[config.mk]
export PLATFORM = sky130hd
export DESIGN_NAME = dec_onehot_pipe
export DESIGN_NICKNAME = d
export VERILOG_FILES = /design/src/rtl/dec_onehot_pipe.sv
export SDC_FILE = /design/constraint.sdc
export NUM_CORES = 1
export LEC_CHECK = 0
export BUFFER_PORTS_ARGS = -buffer_cell sky130_fd_sc_hd__buf_2
export CORE_UTILIZATION = 30
export CTS_BUF_LIST = sky130_fd_sc_hd__clkbuf_8 sky130_fd_sc_hd__clkbuf_16
export CTS_CLUSTER_SIZE = 16
export DETAILED_ROUTE_END_ITERATION = 10
export PLACE_DENSITY = 0.55
export SETUP_SLACK_MARGIN = 0.2
export SLEW_MARGIN = 20
export SYNTH_ARGS = -nofsm -noshare
export SYNTH_HDL_FRONTEND = slang
export SYNTH_SLANG_ARGS = --single-unit
[constraint.sdc]
create_clock -name clk -period 2.2 [get_ports clk]
set_clock_uncertainty 0.05 [all_clocks]
set_input_delay 0.44 -clock clk [delete_from_list [all_inputs] [get_ports clk]]
set_output_delay 0.44 -clock clk [all_outputs]
set_load 0.03 [all_outputs]
[src/rtl/dec_onehot_pipe.sv]
// Registered binary-to-one-hot decoder behind a 2-entry skid buffer with valid/ready handshakes.
// Optional range-error output enabled by defining DEC_RANGE_ERR_EN.
module dec_onehot_pipe #(
    parameter int unsigned SEL_W   = 2,
    parameter int unsigned NUM_OUT = 4
) (
    input  logic               clk,
    input  logic               rst,
    input  logic               en,
    input  logic               in_valid,
    output logic               in_ready,
    input  logic [SEL_W-1:0]   in_sel,
    output logic               out_valid,
    input  logic               out_ready,
    output logic [NUM_OUT-1:0] out_onehot,
    output logic [SEL_W-1:0]   out_sel
`ifdef DEC_RANGE_ERR_EN
    ,
    output logic               err
`endif
);

    if (SEL_W < 1 || NUM_OUT < 1 || NUM_OUT > (1 << SEL_W)) begin : g_bad_param
        $error("dec_onehot_pipe: need SEL_W >= 1 and 1 <= NUM_OUT <= 2**SEL_W");
    end

    typedef enum logic [1:0] {
        StEmpty,
        StOne,
        StFull
    } state_e;

    state_e           state_q, state_d;
    logic [SEL_W-1:0] head_q, head_d;
    logic [SEL_W-1:0] tail_q, tail_d;
    logic             in_xfer;
    logic             out_xfer;

    assign in_ready  = en & (state_q != StFull);
    assign out_valid = (state_q != StEmpty);
    assign in_xfer   = in_valid & in_ready;
    assign out_xfer  = out_valid & out_ready;

    // head_q always holds the oldest entry; tail_q is only meaningful in StFull.
    always_comb begin
        state_d = state_q;
        head_d  = head_q;
        tail_d  = tail_q;
        unique case (state_q)
            StEmpty: begin
                if (in_xfer) begin
                    head_d  = in_sel;
                    state_d = StOne;
                end
            end
            StOne: begin
                unique case ({in_xfer, out_xfer})
                    2'b10: begin
                        tail_d  = in_sel;
                        state_d = StFull;
                    end
                    2'b01: state_d = StEmpty;
                    2'b11: head_d = in_sel;
                    default: ;
                endcase
            end
            StFull: begin
                if (out_xfer) begin
                    head_d  = tail_q;
                    state_d = StOne;
                end
            end
            default: state_d = StEmpty;
        endcase
    end

    always_ff @(posedge clk) begin
        if (rst) begin
            state_q <= StEmpty;
            head_q  <= '0;
            tail_q  <= '0;
        end else begin
            state_q <= state_d;
            head_q  <= head_d;
            tail_q  <= tail_d;
        end
    end

    // Idle outputs are forced to zero so no stale strobe is ever visible.
    always_comb begin
        out_onehot = '0;
        for (int unsigned i = 0; i < NUM_OUT; i++) begin
            if (out_valid && (head_q == SEL_W'(i))) begin
                out_onehot[i] = 1'b1;
            end
        end
    end

    assign out_sel = out_valid ? head_q : '0;

`ifdef DEC_RANGE_ERR_EN
    assign err = out_valid && (32'(head_q) >= NUM_OUT);
`endif

endmodule

==> impl_results.md <==
- Outcome: completed
- Overflow after GRT: 0
- Crit path depth: 7
- # IOs: 15
- Total power: about 360 µW
- Placement row count: 12
- Die area: 0.001485 mm²
- Slowest-stage cell, CP: or3_4
- Post-CTS Hold Buffers: 0
- DRT iter0 DRCs: 3
- Syn_nets: 54
- Slew headroom: 0.7763
- R2R setup slack: 320 ps
- DR vias: around 360
- Crit path max fanout: 8
- Post-CTS Resized: 0
- RSZ-0062 raised after global routing: false
- CP Cell Sequence: or2b_1 > nand3_1 > inv_1 > ha_1 > and3b_2 > or3_4 > a211oi_1
- Setup violations, final: 0
- Synth warn: 0
- Worst setup path start: state_q[1]$_SDFFE_PP0P_
- DRC viols: 0
- Nets@finish: 73
- Detailed Routing Iterations Pass 1: 2
- Fmax: between 0.5 and 0.6 GHz
- Fill count: 126
- Count of cell types in the netlist: 23
- Die width: roughly 39 µm
- Cell count after synthesis: 44
- CP Buf/Inv Count: 1
- Overall routing resource usage: 0.1265
- Reg2Reg Depth: 7
- Static Leak: 0.2988 nW
- Die H: 38.53 µm
- Initial core utilization: 0.3419
- Initial antenna violation count: 0
- PortBufs: 14
- Crit path kind: register to register
- Max-cap viol count: 0
- Critical Path RT: 2290 ps
- Core area: between 0.001 and 0.0015 mm²
- Gpl congestion: 0.7180
- Setup TNS: 0 ps
- Top delay family on crit path: simple AND/OR/NAND/NOR gates
- Syn Std Cell Area: approximately 400 µm²
- Min cycle time layout: between 1500 and 2000 ps
- Layout cells sized above 1: 0.4754
- DRT antenna net count: 0
- Setup ws final: around 320 ps
- Area Overhead vs Synth: 39.37%
- Pin count of the biggest net entering global routing: 9
- Sequential cell area fraction in the yosys report: 0.3000
- Layout Cells excl Fill: 75
- Tcrit/Tclk final: 0.8533
- Flops & latches, synth: 6
- Total CTS buffers: 3
- CP endpoint: head_q[1]$_SDFFE_PP0P_
- DP Wirelength: 617.1 µm
- Root buffer cell: clkbuf_8
- Avg Inst Size Synth: ~9 µm²
- H-tree depth: 1
- Yosys top cell area share: 0.3000
- CP peak stage delay: about 380 ps
- Post-synth top area cell: dfxtp_1
- Min-Delay Path Class: input pin to register
- Reg2Reg Launch Point: state_q[1]$_SDFFE_PP0P_
- Drt total wl: 804 µm
- RR Endpoint: head_q[1]$_SDFFE_PP0P_
- Worst Path Arrival: 1960 ps
- Startpoint type of the worst setup path: register
- Worst skew pair latency: 220 ps
- PD cells: 639.1 mW/mm²
- CTS tree: done
- First-pass GRT wire length: 1269 µm
- Worst setup EP type: register
- Placed instance count: 72
- Final Max Tran Viols: 0
- Hold slack: 426.9 ps
- Clk pin slew, worst setup/hold paths: approximately 40 ps
- Synth top area cells: dfxtp_1, mux2i_1, ha_1
- ANT cells: 0
- Routed WL per cell: around 11 µm
- Clock sinks: 6
- Post-CTS setup buffer count: 0
- Post-place setup slack: roughly 290 ps
- Clock Tree Buf Depth: 2
- Post-DR vias/cell: a little under 5
- Slew @ Worst Pin: between 300 and 400 ps
- Number of global-route vias before repair: around 320
- Maximum vdd drop: approximately 0.00043 V
- Endpoints failing hold: 0
[state kept, by name (all words and copies together), names as in the netlist]
| name | count |
|---|---|
| state_q | 2 |
| head_q | 2 |
| tail_q | 2 |
[cell usage in the layout (no fill, tap or decap), types with 2 or more instances in the layout]
cell type,instances
and3b_2,2
nor2_1,4
mux2i_1,4
nor4_1,2
clkbuf_8,3
buf_2,14
dfxtp_2,2
dfxtp_1,4
and2_1,3
ha_1,3
inv_1,3
[how the worst min path moves through the flow]
stage,from,to,slack [ps],cells after the start
floorplan,tail_q[0]$_SDFFE_PP0P_,tail_q[0]$_SDFFE_PP0P_,410,2
global placement,tail_q[1]$_SDFFE_PP0P_,tail_q[1]$_SDFFE_PP0P_,430,2
CTS,rst,head_q[1]$_SDFFE_PP0P_,420,2
detailed placement,tail_q[1]$_SDFFE_PP0P_,tail_q[1]$_SDFFE_PP0P_,440,2
finish,in_sel[0],tail_q[0]$_SDFFE_PP0P_,430,3
global route,rst,head_q[0]$_SDFFE_PP0P_,430,2
[metal layers]
layer  wire length, µm  GRT usage
met5                 0          0
met4                 0    0.05172
met3                41    0.05233
met2               352     0.1875
met1               410     0.1596
[synthesized netlist by cell type, drive strengths merged]
cell type and instances:
a2bb2oi 1, nor4 2, nor3 1, ha 3, inv 3, or2 1
nor3b 1, and3b 2, nand3 1, and3 1, and2 3, mux2i 4
nand2 1, or2b 1, or3 1, nand3b 1, and4bb 1, nor2 4
a211oi 2, clkbuf 1, nor2b 2, dfxtp 6, a311oi 1
[per-stage QoR]
step           instance area, µm²  utilization
3_5_place_dp                506.7       0.4327
2_1_floorplan               416.7            -
5_1_grt                     558.0       0.4765
6_report                    558.0       0.4765
4_1_cts                     548.0       0.4679
3_3_place_gp                506.7       0.4327
[cell type report]
type / instances / area [µm²] / share of cell area
Inverter: 3 / 11.26 / 0.02018
Multi-Input combinational cell: 34 / 287.8 / 0.5157
Clock buffer: 3 / 41.29 / 0.07399
Timing Repair Buffer: 15 / 77.57 / 0.1390
Tap cell: 14 / 17.52 / 0.03139
Sequential cell: 6 / 122.6 / 0.2197
[report_power, final]
| group | switching (mW) | leakage, nW | internal [mW] |
|---|---|---|---|
| combinational | 0.0396 | 0.227 | 0.0329 |
| clock | 0.0423 | 0.0216 | 0.117 |
| sequential | 0.00878 | 0.0498 | 0.116 |
| total | 0.0907 | 0.299 | 0.266 |
[tightest hold or removal path, stage by stage]
cell	delay, ps
buf_2	90
mux2i_1	60
nor2_1	70
[logic make-up after synthesis]
group | after synthesis | share of synthesized area
adders and majority gates | 3 | 0.09376
AOI/OAI and AO/OA | 4 | 0.08125
and+or+nand+nor | 23 | 0.3875
muxes | 4 | 0.1000
buffers and inverters | 4 | 0.03749
DFF | 6 | 0.3000
Note: power is estimated with default switching activity, not from simulation.
